<file path="src/rtl/multicycle_ctrl.sv">
// multicycle_ctrl: control FSM for a multicycle MIPS-style datapath.
// The state register and the sticky illegal flag are the only flops. All
// strobes and selects are decoded from the current state, the IR fields and
// the memory handshake, so each strobe appears in the same cycle as its state.
// Optional feature: define ILLEGAL_TRAP_EN to send undecoded instructions to
// a TRAP state that raises a sticky illegal flag. When it is undefined, such
// instructions act as NOPs.
module multicycle_ctrl (
    input  logic       clk,
    input  logic       reset_n,
    input  logic [5:0] opcode,
    input  logic [5:0] funct,
    input  logic       zero,
    input  logic       mem_ready,
    output logic       pc_we,
    output logic       ir_we,
    output logic       mem_re,
    output logic       mem_we,
    output logic       reg_we,
    output logic [2:0] alu_op,
    output logic [1:0] alu_src_b,
    output logic       ext_sel,
    output logic [1:0] reg_dst,
    output logic [1:0] wb_sel,
    output logic [1:0] pc_src,
    output logic [3:0] state,
    output logic       illegal
);

    typedef enum logic [3:0] {
        S_FETCH    = 4'd0,
        S_DECODE   = 4'd1,
        S_EXEC_R   = 4'd2,
        S_EXEC_I   = 4'd3,
        S_MEM_ADDR = 4'd4,
        S_MEM_RD   = 4'd5,
        S_MEM_WR   = 4'd6,
        S_WB       = 4'd7,
        S_BRANCH   = 4'd8,
        S_JUMP     = 4'd9,
        S_TRAP     = 4'd10
    } state_e;

    localparam logic [5:0] OP_RTYPE = 6'h00;
    localparam logic [5:0] OP_J     = 6'h02;
    localparam logic [5:0] OP_JAL   = 6'h03;
    localparam logic [5:0] OP_BNE   = 6'h05;
    localparam logic [5:0] OP_ADDI  = 6'h08;
    localparam logic [5:0] OP_XORI  = 6'h0E;
    localparam logic [5:0] OP_LW    = 6'h23;
    localparam logic [5:0] OP_SW    = 6'h2B;
    localparam logic [5:0] FN_ADD   = 6'h20;
    localparam logic [5:0] FN_SUB   = 6'h22;
    localparam logic [5:0] FN_SLT   = 6'h2A;
    localparam logic [5:0] FN_JR    = 6'h08;

    state_e state_q, state_d;

    // Instruction classes decoded from the IR fields.
    logic is_rtype, is_r_alu, is_jr, is_itype, is_lw, is_mem, is_bne, is_j, is_jal;
    assign is_rtype = (opcode == OP_RTYPE);
    assign is_r_alu = is_rtype && (funct == FN_ADD || funct == FN_SUB || funct == FN_SLT);
    assign is_jr    = is_rtype && (funct == FN_JR);
    assign is_itype = (opcode == OP_ADDI) || (opcode == OP_XORI);
    assign is_lw    = (opcode == OP_LW);
    assign is_mem   = is_lw || (opcode == OP_SW);
    assign is_bne   = (opcode == OP_BNE);
    assign is_j     = (opcode == OP_J);
    assign is_jal   = (opcode == OP_JAL);

    // The extender mode depends only on the opcode, whatever the state.
    assign ext_sel = (opcode == OP_XORI);
    assign state   = state_q;

`ifdef ILLEGAL_TRAP_EN
    logic illegal_q, illegal_d;
    assign illegal = illegal_q;
`else
    assign illegal = 1'b0;
`endif

    // Next-state logic: memory states wait on mem_ready, all others ignore it.
    always_comb begin
        // NOTE: every variable gets a default first so no path infers a latch.
        state_d = state_q;
`ifdef ILLEGAL_TRAP_EN
        illegal_d = illegal_q;
`endif
        case (state_q)
            S_FETCH:    if (mem_ready) state_d = S_DECODE;
            S_DECODE: begin
                if (is_r_alu)                  state_d = S_EXEC_R;
                else if (is_jr || is_j || is_jal) state_d = S_JUMP;
                else if (is_itype)             state_d = S_EXEC_I;
                else if (is_mem)               state_d = S_MEM_ADDR;
                else if (is_bne)               state_d = S_BRANCH;
                else begin
`ifdef ILLEGAL_TRAP_EN
                    state_d   = S_TRAP;
                    illegal_d = 1'b1;
`else
                    state_d   = S_FETCH;
`endif
                end
            end
            S_EXEC_R:   state_d = S_WB;
            S_EXEC_I:   state_d = S_WB;
            S_MEM_ADDR: state_d = is_lw ? S_MEM_RD : S_MEM_WR;
            S_MEM_RD:   if (mem_ready) state_d = S_WB;
            S_MEM_WR:   if (mem_ready) state_d = S_FETCH;
            S_TRAP:     state_d = S_TRAP;
            default:    state_d = S_FETCH;
        endcase
    end

    // State and sticky flag registers with synchronous active-low reset.
    always_ff @(posedge clk) begin
        // NOTE: sequential state uses non-blocking assignments only.
        if (!reset_n) begin
            state_q <= S_FETCH;
`ifdef ILLEGAL_TRAP_EN
            illegal_q <= 1'b0;
`endif
        end else begin
            state_q <= state_d;
`ifdef ILLEGAL_TRAP_EN
            illegal_q <= illegal_d;
`endif
        end
    end

    // Output decode; while reset is held the outputs show a clean FETCH.
    always_comb begin
        pc_we     = 1'b0;
        ir_we     = 1'b0;
        mem_re    = 1'b0;
        mem_we    = 1'b0;
        reg_we    = 1'b0;
        alu_op    = 3'b000;
        alu_src_b = 2'b00;
        reg_dst   = 2'b00;
        wb_sel    = 2'b00;
        pc_src    = 2'b00;
        case (state_q)
            S_FETCH: begin
                mem_re = 1'b1;
                ir_we  = mem_ready;
                pc_we  = mem_ready;
            end
            S_EXEC_R: begin
                case (funct)
                    FN_SUB:  alu_op = 3'b001;
                    FN_SLT:  alu_op = 3'b011;
                    default: alu_op = 3'b000;
                endcase
            end
            S_EXEC_I: begin
                alu_src_b = 2'b10;
                alu_op    = (opcode == OP_XORI) ? 3'b010 : 3'b000;
            end
            S_MEM_ADDR: alu_src_b = 2'b10;
            S_MEM_RD:   mem_re    = 1'b1;
            S_MEM_WR:   mem_we    = 1'b1;
            S_WB: begin
                reg_we  = 1'b1;
                reg_dst = is_rtype ? 2'b01 : 2'b00;
                wb_sel  = is_lw ? 2'b01 : 2'b00;
            end
            S_BRANCH: begin
                alu_op = 3'b001;
                pc_src = 2'b01;
                pc_we  = ~zero;
            end
            S_JUMP: begin
                pc_we  = 1'b1;
                pc_src = is_jr ? 2'b11 : 2'b10;
                if (is_jal) begin
                    reg_we  = 1'b1;
                    reg_dst = 2'b10;
                    wb_sel  = 2'b10;
                end
            end
            default: ;
        endcase
        if (!reset_n) begin
            pc_we     = 1'b0;
            ir_we     = 1'b0;
            mem_re    = 1'b1;
            mem_we    = 1'b0;
            reg_we    = 1'b0;
            alu_op    = 3'b000;
            alu_src_b = 2'b00;
            reg_dst   = 2'b00;
            wb_sel    = 2'b00;
            pc_src    = 2'b00;
        end
    end

endmodule

</file>
<file path="config.mk">
export PLATFORM = sky130hd
export DESIGN_NAME = multicycle_ctrl
export DESIGN_NICKNAME = d
export VERILOG_FILES = /design/src/rtl/multicycle_ctrl.sv
export SDC_FILE = /design/constraint.sdc
export NUM_CORES = 1
export LEC_CHECK = 0
export ABC_CLOCK_PERIOD_IN_PS = 1960
export CAP_MARGIN = 20
export CORE_ASPECT_RATIO = 0.9
export CORE_MARGIN = 4
export CORE_UTILIZATION = 34
export CTS_CLUSTER_SIZE = 24
export DETAILED_ROUTE_END_ITERATION = 10
export PLACE_DENSITY = 0.84
export SLEW_MARGIN = 20
export SYNTH_ARGS = -nofsm -noshare
export SYNTH_HDL_FRONTEND = slang
export SYNTH_SLANG_ARGS = --single-unit
</file>
<file path="constraint.sdc">
create_clock -name clk -period 1.96 [get_ports clk]
set_input_delay 0.294 -clock clk [delete_from_list [all_inputs] [get_ports clk]]
set_output_delay 0.294 -clock clk [all_outputs]
set_load 0.01 [all_outputs]
</file>
==> metrics.md, run 1 <==
| Metric | Value |
|---|---|
| Worst-Skew Late Latency | 0.24 ns |
| Psw | 178.9 µW |
| Via-per-instance ratio | 5.257 |
| Fin crit period | 1.881 ns |
| CTS tree | yes |
| Pre-CTS setup slack | -0.4839 ns |
| Clock network fraction of total power | 22.2% |
| Iter 0 DRT Violations | 24 |
| Post-DP HPWL | 1.813 mm |
| Final routed DRC violation total | 0 |
| Post-synthesis register bit count | 4 |
| Port Buf Inserts | 34 |
| Post-Route Skew | 0.002589 ns |
| Synthesized cell area | 658.1 µm² |
| DRT Pass-1 Iters | 4 |
| Starting Density | 37.57% |
| P_leak | 0.6286 nW |
| Syn Inst Count | 95 |
| Fin Hold WS | 0.5483 ns |
| Die footprint | 0.002705 mm² |
| CTS HTree Levels | 1 |
| Met1 Usage GRT | 21.72% |
| Setup Crit Path Kind | in2out |
| Fillers | 132 |
| Busiest grt layer | met2 |
| Crit share post-route | 95.98% |
| Antenna Nets Post-Route | 0 |
| Global-route usage over all layers | 18.52% |
| DP Area | 0.001172 mm² |
| Seq pwr share | 23.9% |
| First-pass GRT wire length | 3.643 mm |
| Die Y | 49.74 µm |
| Startpoint Class | input port |
| Path category of the worst min-delay check | in2reg |
| Gpl congestion | 0.9055 |
| Arrival time of the worst setup path | 1.59 ns |
| Pwr Total | 483.5 µW |
| Crit Path Max Fanout | 4 |
| Ports | 38 |
| Hold Vio Cnt, Final | 0 |
| Wirelength per Cell | 13.34 µm |
| CTS Buffer Depth | 2 |
| Area Overhead vs Synth | 88.78% |
| Clock-pin slew on the worst setup and hold paths | 0.04 ns |
| Max Cap Viol | 0 |
| Worst IR Drop VDD | 0.3950 mV |
| PwrDens | 389.1 mW/mm² |
| # rows | 14 |
| Combinational share of power | 53.8% |
| Synth Warn # | 0 |
| Share of cells above drive strength 1 | 36.77% |
| Grt ovf | 0 |
| Fin area | 0.001242 mm² |
| Kind of end point of the critical path | output pin |
| Final nets | 173 |
| Cts bufs inserted | 3 |
| Fin. max-slew vios | 0 |
| Placeable Area | 0.001752 mm² |
| WL final | 2.387 mm |
| Vias in the first global route | 858 |
| GR Layer Usage met3 | 4.819% |
| Post-synthesis cell type count | 41 |
| PnR worst setup slack | 0.07880 ns |
| Ant diodes | 0 |
| Syn avg cell area | 6.928 µm² |
| Maximum number of pins on one net before global-route repair | 13 |
| Sequential element share of the synthesized area | 12.17% |
| RSZ-0062 raised after global routing | no |
| # clock sinks | 4 |
| Status | finished clean |
| GR met2 Demand/Resource | 30.88% |
| Internal | 304.6 µW |
| Max FFs per register | 4 |
| F_max | 531.6 MHz |
| Die Wd | 54.38 µm |
| Vias | 941 |
| Final setup fails | 0 |
| Initial antenna violation count | 0 |
| Root buf cell | clkbuf_4 |
| Worst Path Required | 1.67 ns |
| Sw Ratio | 37.00% |
## worst paths after layout
kind                                  end      start  cells after the start  slack, ns
worst max-delay path            wb_sel[0]  opcode[3]                      5       0.08
worst min-delay path             state[1]    reset_n                      2       0.55
worst max register to register   state[1]   state[0]                      5       0.64
worst min register to register   state[3]   state[3]                      3       0.68
## cell families (layout without fill, tap and decap cells)
| kind of cell | Yosys count | in the layout | share of synthesized area (%) |
|---|---|---|---|
| XOR/XNOR | 1 | 1 | 1.331 |
| other | 1 | 3 | 0.5698 |
| multiplexers | 1 | 1 | 1.521 |
| buffers and inverters | 12 | 70 | 10.65 |
| AND/OR/NAND/NOR | 54 | 54 | 47.91 |
| AO/OA/AOI/OAI | 22 | 22 | 25.86 |
| flip-flops | 4 | 4 | 12.17 |
## cell usage after synthesis, drive strengths merged
master / n / area [µm²]
nor2: 11 / 43.80
nor2b: 8 / 50.05
buf: 7 / 51.30
nand3: 6 / 30.03
o21ai: 6 / 30.02
nand2: 5 / 18.77
dfxtp: 4 / 80.08
nand2b: 4 / 25.02
and2: 3 / 18.77
and3: 3 / 18.77
inv: 3 / 11.26
nand4: 3 / 18.77
a21oi: 2 / 10.01
a32oi: 2 / 17.52
and4: 2 / 17.52
clkbuf: 2 / 7.510
nand4b: 2 / 17.52
nor3: 2 / 10.01
o21a: 2 / 15.01
a21boi: 1 / 7.510
a21o: 1 / 7.510
a22oi: 1 / 7.510
a32o: 1 / 10.01
and3b: 1 / 8.760
conb: 1 / 3.750
mux2i: 1 / 10.01
nor4: 1 / 12.51
nor4b: 1 / 8.760
o211a: 1 / 10.01
o22ai: 1 / 6.260
o311ai: 1 / 16.27
o31ai: 1 / 7.510
o32ai: 1 / 16.27
o41ai: 1 / 8.760
or2: 1 / 8.760
or4: 1 / 7.510
xnor2: 1 / 8.760
## repair_timing
item / in CTS / in global routing
hold buffers: 0 / 0
endpoints found under the setup margin: 15 / 9
gates resized for setup: 43 / 11
pin swaps: 4 / 3
setup buffers: 2 / 2
## layer usage
layer  wire length [µm]  share of wire, %  vias to the layer above
met1               1017                43                      435
met3                159               6.7                        4
li1                   -                 -                      464
met5                  0                 0                        -
met2               1181                49                       38
met4                 28               1.2                        0
## layout by cell type, fill, tap and decap left out, types with 2 or more instances in the layout
cell type,n
a21oi_1,2
a32oi_1,2
and2_1,2
and3_1,3
and4_1,2
buf_2,5
buf_4,30
clkbuf_4,3
clkdlybuf4s50_1,13
conb_1,3
dfxtp_2,4
dlygate4sd2_1,11
dlymetal6s2s_1,4
inv_1,3
nand2_1,5
nand2b_1,4
nand3_1,6
nand4_1,3
nand4b_1,2
nor2_1,8
nor2_2,2
nor2b_1,4
nor2b_2,3
nor3_1,2
o21a_1,2
o21ai_0,3
o21ai_1,3
## power groups by stage
stage / Combinational [mW] / Sequential (mW) / Clock [mW]
final: 0.260 / 0.116 / 0.108
after global routing: 0.284 / 0.119 / 0.118
after CTS: 0.256 / 0.114 / 0.110
after detailed placement: 0.259 / 0.112 / 0
after global placement: 0.253 / 0.112 / 0
after floorplan: 0.129 / 0.107 / 0
## critical path, cell delays in order
cell and delay (ns):
clkdlybuf4s50_1 0.45, buf_4 0.16, or2_4 0.22, nor3_1 0.17, dlygate4sd2_1 0.29
## per-stage QoR
step | TNS, ns | util (%) | std cells
6_report | 0 | 70.93 | 179
3_3_place_gp | -3.931 | 66.93 | 172
5_1_grt | 0 | 70.93 | 179
2_1_floorplan | 0 | - | 97
3_5_place_dp | -4.269 | 66.93 | 172
4_1_cts | 0 | 69.86 | 177
## area by class of cell
cell class	count	area [µm²]	share of cell area (%)
tap	24	30.03	2.417
timing repair buffer	64	531.8	42.80
inverter	3	11.26	0.9063
sequential	4	85.08	6.848
clock buffer	3	22.52	1.813
multi-input combinational	81	561.8	45.22
No activity file was read; power rests on OpenSTA's default activity.
==> inputs of run 2 (changes only) <==
- GPL_TIMING_DRIVEN: default -> 0
==> run 2 against run 1 <==
Clock power down 4%. First-iteration DRC count up 100%. Clock skew up 0.0047 ns. Combinational power down 7%. Sequential power down 4%. Via count down 5.2%. Cell area down 12%. Register-to-register slack better by 0.03 ns. Clock-buffer cell count unchanged. Critical path depth down 1. Worst hold slack worse by 0.066 ns.
==> metrics.md, run 2 (synthesis gave the netlist of run 1 again) <==
| Metric | Value |
|---|---|
| Area Overhead vs Synth | 66.35% |
| Total Neg Setup Slack | 0 ns |
| Max FFs per register | 4 |
| Combinational share of power | 52.8% |
| Die Wd | 54.38 µm |
| Cts bufs inserted | 3 |
| # rows | 14 |
| Fin. max-slew vios | 0 |
| Max Cap Viol | 0 |
| Post-layout util | 62.50% |
| Arrival time of the worst setup path | 1.65 ns |
| Status | finished clean |
| # clock sinks | 4 |
| Kind of end point of the critical path | output pin |
| Wirelength per Cell | 14.23 µm |
| Setup Crit Path Kind | reg2out |
| Maximum number of pins on one net before global-route repair | 11 |
| Worst-Skew Late Latency | 0.24 ns |
| Most frequent cells in the layout | 18 x dlygate4sd2_1, 11 x clkdlybuf4s50_1, 8 x nor2_1, 7 x buf_4, 6 x nand3_1 |
| CTS tree | yes |
| Root buf cell | clkbuf_4 |
| Fin area | 0.001095 mm² |
| Fin crit period | 1.940 ns |
| Vias in the first global route | 845 |
| Post-DP HPWL | 1.721 mm |
| Via-per-instance ratio | 5.646 |
| Vias | 892 |
| Clock-pin slew on the worst setup and hold paths | 0.04 ns |
| Global-route usage over all layers | 17.87% |
| P_leak | 0.4767 nW |
| Share of cells above drive strength 1 | 24.63% |
| Startpoint Class | flip-flop |
| Final setup fails | 0 |
| Die footprint | 0.002705 mm² |
| Internal | 281.9 µW |
| Fillers | 164 |
| Psw | 175.0 µW |
| Most common cell after layout, fill and taps aside | dlygate4sd2_1 |
| Grt ovf | 0 |
| DP Area | 0.001016 mm² |
| Final nets | 152 |
| Hold Vio Cnt, Final | 0 |
| First-pass GRT wire length | 3.691 mm |
| Die Y | 49.74 µm |
| DRT Pass-1 Iters | 4 |
| PwrDens | 417.3 mW/mm² |
| Ant diodes | 0 |
| Port Buf Inserts | 32 |
| Starting Density | 37.57% |
| Post-Route Skew | 0.007284 ns |
| Worst IR Drop VDD | 0.4952 mV |
| CTS Buffer Depth | 2 |
| Final routed DRC violation total | 0 |
| Seq pwr share | 24.4% |
| Gpl congestion | 0.8714 |
| Worst Path Required | 1.67 ns |
| Crit share post-route | 98.96% |
| Hold Buf Count CTS | 0 |
| Clock network fraction of total power | 22.8% |
| WL final | 2.249 mm |
| Initial antenna violation count | 0 |
| CTS HTree Levels | 1 |
| Antenna Nets Post-Route | 0 |
| Crit Path Max Fanout | 10 |
| Sw Ratio | 38.29% |
| F_max | 515.6 MHz |
| Path category of the worst min-delay check | in2reg |
| Ports | 38 |
| RSZ-0062 raised after global routing | yes |
| Placeable Area | 0.001752 mm² |
| Iter 0 DRT Violations | 49 |
==> run 2: layout make-up <==
cell class / instances / area, µm² / share of cell area, %
Buffer: 9 / 75.07 / 6.857
Tap cell: 24 / 30.03 / 2.743
Clock buffer: 3 / 22.52 / 2.057
Multi-Input combinational cell: 81 / 559.3 / 51.09
Sequential cell: 4 / 86.33 / 7.886
Timing Repair Buffer: 34 / 310.3 / 28.34
Inverter: 3 / 11.26 / 1.029
==> run 2: repair_timing <==
item                       4_1_cts  5_1_grt
setup endpoints to repair       15        5
resized for setup               47        2
setup buffers                    2        0
hold endpoints to repair         0        0
pin swaps                        6        0
gates cloned                     0        0
==> run 2: power groups by stage <==
stage	sequential (mW)	combinational [mW]	clock (mW)
floorplan	0.107	0.129	0
global placement	0.106	0.224	0
detailed placement	0.107	0.230	0
CTS	0.109	0.237	0.107
global route	0.114	0.265	0.115
finish	0.111	0.241	0.104
==> run 2: worst max-delay path, cell delays in order, from the launching register on <==
cell and delay (ns):
dfxtp_1 0.32, buf_4 0.18, nor2_2 0.13, and4_1 0.23
clkdlybuf4s50_1 0.54
==> run 2: final timing paths <==
kind	start	to	slack (ns)	depth (start not counted)
worst max-delay path	state[1]	ir_we	0.02	4
worst min-delay path	opcode[2]	state[2]	0.48	4
worst max register to register	state[3]	state[0]	0.67	4
worst min register to register	state[2]	state[3]	0.62	3
==> run 2: routing by layer <==
layer / global-route usage (%) / vias to the layer above / part of all wire (%)
li1: - / 426 / -
met1: 21.04 / 407 / 37
met2: 31.08 / 57 / 50
met3: 5.120 / 2 / 12
met4: 3.734 / 0 / 0.76
met5: 0 / - / 0
==> run 2: stage by stage <==
| step | worst slack [ns] | hold WS (ns) | total power [mW] | std cells |
|---|---|---|---|---|
| 6_report | 0.02033 | 0.4825 | 0.4569 | 158 |
| 5_1_grt | -0.07677 | 0.5081 | 0.4935 | 158 |
| 4_1_cts | 0.008884 | 0.4890 | 0.4537 | 158 |
| 3_5_place_dp | -0.5818 | 0.6792 | 0.3366 | 153 |
| 3_3_place_gp | -0.5819 | 0.6959 | 0.3309 | 153 |
| 2_1_floorplan | 0.3835 | 0.3966 | 0.2367 | 97 |
==> inputs of run 3 (changes only) <==
- CELL_PAD_IN_SITES_DETAIL_PLACEMENT: default -> 1
- CELL_PAD_IN_SITES_GLOBAL_PLACEMENT: default -> 2
- CORE_UTILIZATION: 34 -> 20
- GPL_TIMING_DRIVEN: 0 -> default
- PLACE_DENSITY: 0.84 -> default
- PLACE_DENSITY_LB_ADDON: default -> 0.1
==> run 3 against run 2 <==
Clock power increased by 65%. Sequential cell count unchanged. Die area increased by 58%. Clock-buffer cell count did not move. Largest cell class unchanged. Sequential power rose by 7%. Power up 22%. Global-route usage down 3.4 points. Critical path depth fell by 1. Final cell count up 25%.
==> metrics.md, run 3 (synthesis gave the netlist of run 1 again) <==
| Metric | Value |
|---|---|
| First-pass GRT wire length | 4.850 mm |
| Slowest cell on crit path | clkdlybuf4s50_1 |
| Global-route usage over all layers | 14.46% |
| Path category of the worst min-delay check | in2reg |
| Critical path's largest stage delay | 0.54 ns |
| Worst-Skew Late Latency | 0.22 ns |
| RSZ-0062 raised after global routing | no |
| Die Y | 62.42 µm |
| Worst Path Required | 1.67 ns |
| Final nets | 174 |
| CTS HTree Levels | 1 |
| Starting Density | 21.13% |
| Clock-pin slew on the worst setup and hold paths | 0.03 ns |
| Max FFs per register | 4 |
| Total Neg Setup Slack | 0 ns |
| Vias | 933 |
| Via-per-instance ratio | 4.712 |
| Multi-input gate area | 554.3 µm² |
| DRT Pass-1 Iters | 2 |
| Fin crit period | 1.875 ns |
| Most frequent cells in the layout | 32 x buf_4, 16 x clkdlybuf4s50_1, 8 x nor2_1, 6 x nand3_1 |
| Fin. max-slew vios | 0 |
| Grt ovf | 0 |
| Gpl congestion | 0.7690 |
| Psw | 185.5 µW |
| Post-DP HPWL | 2.340 mm |
| Max Cap Viol | 0 |
| F_max | 533.4 MHz |
| Placeable Area | 0.003114 mm² |
| Clock network fraction of total power | 31.0% |
| # clock sinks | 4 |
| Setup Crit Path Kind | in2out |
| Die footprint | 0.004274 mm² |
| Share of cells above drive strength 1 | 40.38% |
| Area Overhead vs Synth | 95.63% |
| Ports | 38 |
| PwrDens | 432.3 mW/mm² |
| Initial antenna violation count | 0 |
| Most common cell after layout, fill and taps aside | buf_4 |
| Final routed DRC violation total | 0 |
| Final cell count without fillers | 198 |
| P_leak | 0.6040 nW |
| Seq pwr share | 21.3% |
| Fin Hold WS | 0.3897 ns |
| Crit Path Max Fanout | 2 |
| Critical path cell sequence | clkdlybuf4s50_1, and4_1, clkdlybuf4s50_1 |
| Iter 0 DRT Violations | 13 |
| Arrival time of the worst setup path | 1.58 ns |
| Crit share post-route | 95.65% |
| Startpoint Class | input port |
| CTS tree | yes |
| Status | finished clean |
| Vias in the first global route | 1017 |
| Internal | 371.1 µW |
| Cts bufs inserted | 3 |
| Hold Vio Cnt, Final | 0 |
| Fillers | 390 |
| Cells after DPL | 192 |
| CP dominant cell by count | clkdlybuf4s50_1 |
| CTS Buffer Depth | 2 |
| Area occupied by registers | 87.58 µm² |
| PnR worst setup slack | 0.08531 ns |
| Port Buf Inserts | 34 |
| WL final | 2.769 mm |
| Fin area | 0.001287 mm² |
| Maximum number of pins on one net before global-route repair | 12 |
| Sw Ratio | 33.32% |
| Die Wd | 68.47 µm |
| Final setup fails | 0 |
| Combinational share of power | 47.7% |
| DP Area | 0.001210 mm² |
| # rows | 19 |
| Pre-CTS setup slack | -0.5440 ns |
| Worst IR Drop VDD | 0.4598 mV |
| Kind of end point of the critical path | output pin |
| Hold Buf Count CTS | 0 |
| Root buf cell | clkbuf_8 |
| Wirelength per Cell | 13.98 µm |
| Post-Route Skew | 0.001499 ns |
| Antenna Nets Post-Route | 0 |
| Ant diodes | 0 |
-- run 3: changes by cell type in the layout (fill, tap and decap cells not counted), moves of 2 or more --
cell / before / now
dlygate4sd2_1: 18 / 5
clkdlybuf4s50_1: 11 / 16
dlymetal6s2s_1: 0 / 4
clkbuf_2: 0 / 4
clkbuf_4: 4 / 0
nor2b_2: 2 / 4
buf_4: 7 / 32
clkbuf_8: 1 / 3
-- run 3: power groups by stage --
stage / clock [mW] / sequential, mW / combinational [mW]
CTS: 0.177 / 0.117 / 0.268
global route: 0.184 / 0.123 / 0.293
detailed placement: 0 / 0.115 / 0.270
global placement: 0 / 0.115 / 0.265
finish: 0.172 / 0.119 / 0.266
floorplan: 0 / 0.107 / 0.129
-- run 3: metal layers --
metal / global-route usage [%] / part of all wire [%] / vias up
met5: 0 / 0 / -
met4: 3.474 / 0.65 / 0
met3: 3.058 / 4.7 / 4
met2: 23.96 / 49 / 20
met1: 18.63 / 45 / 435
li1: - / - / 474
-- run 3: area by class of cell --
cell class              instances  area share, %
clock buffers                   3          3.207
repair buffers                 65          41.98
multi-input cells              81          43.05
flip-flops and latches          4          6.803
inverters                       3         0.8746
well taps                      42          4.082
-- run 3: per-stage QoR --
stage	util [%]	power [mW]
3_5_place_dp	38.85	0.3846
3_3_place_gp	38.85	0.3796
5_1_grt	41.34	0.5995
4_1_cts	41.02	0.5625
6_report	41.34	0.5566
2_1_floorplan	-	0.2367
-- run 3: what timing repair did --
item,4_1_cts,5_1_grt
setup buffers,2,1
pin swaps,3,3
resized for setup,37,18
endpoints found under the setup margin,15,10
-- run 3: worst max-delay path: cells and delay by family --
| family | cells | cell delay [ns] |
|---|---|---|
| buffers and inverters | 2 | 1.05 |
| and+or+nand+nor | 1 | 0.23 |
-- run 3: worst paths after layout --
path / from / endpoint / slack (ns) / cells past startpoint
setup / recovery: mem_ready / ir_we / 0.09 / 3
hold / removal: reset_n / state[1] / 0.39 / 2
setup reg to reg: state[0] / state[1] / 0.65 / 5
hold reg to reg: state[0] / state[2] / 0.67 / 3
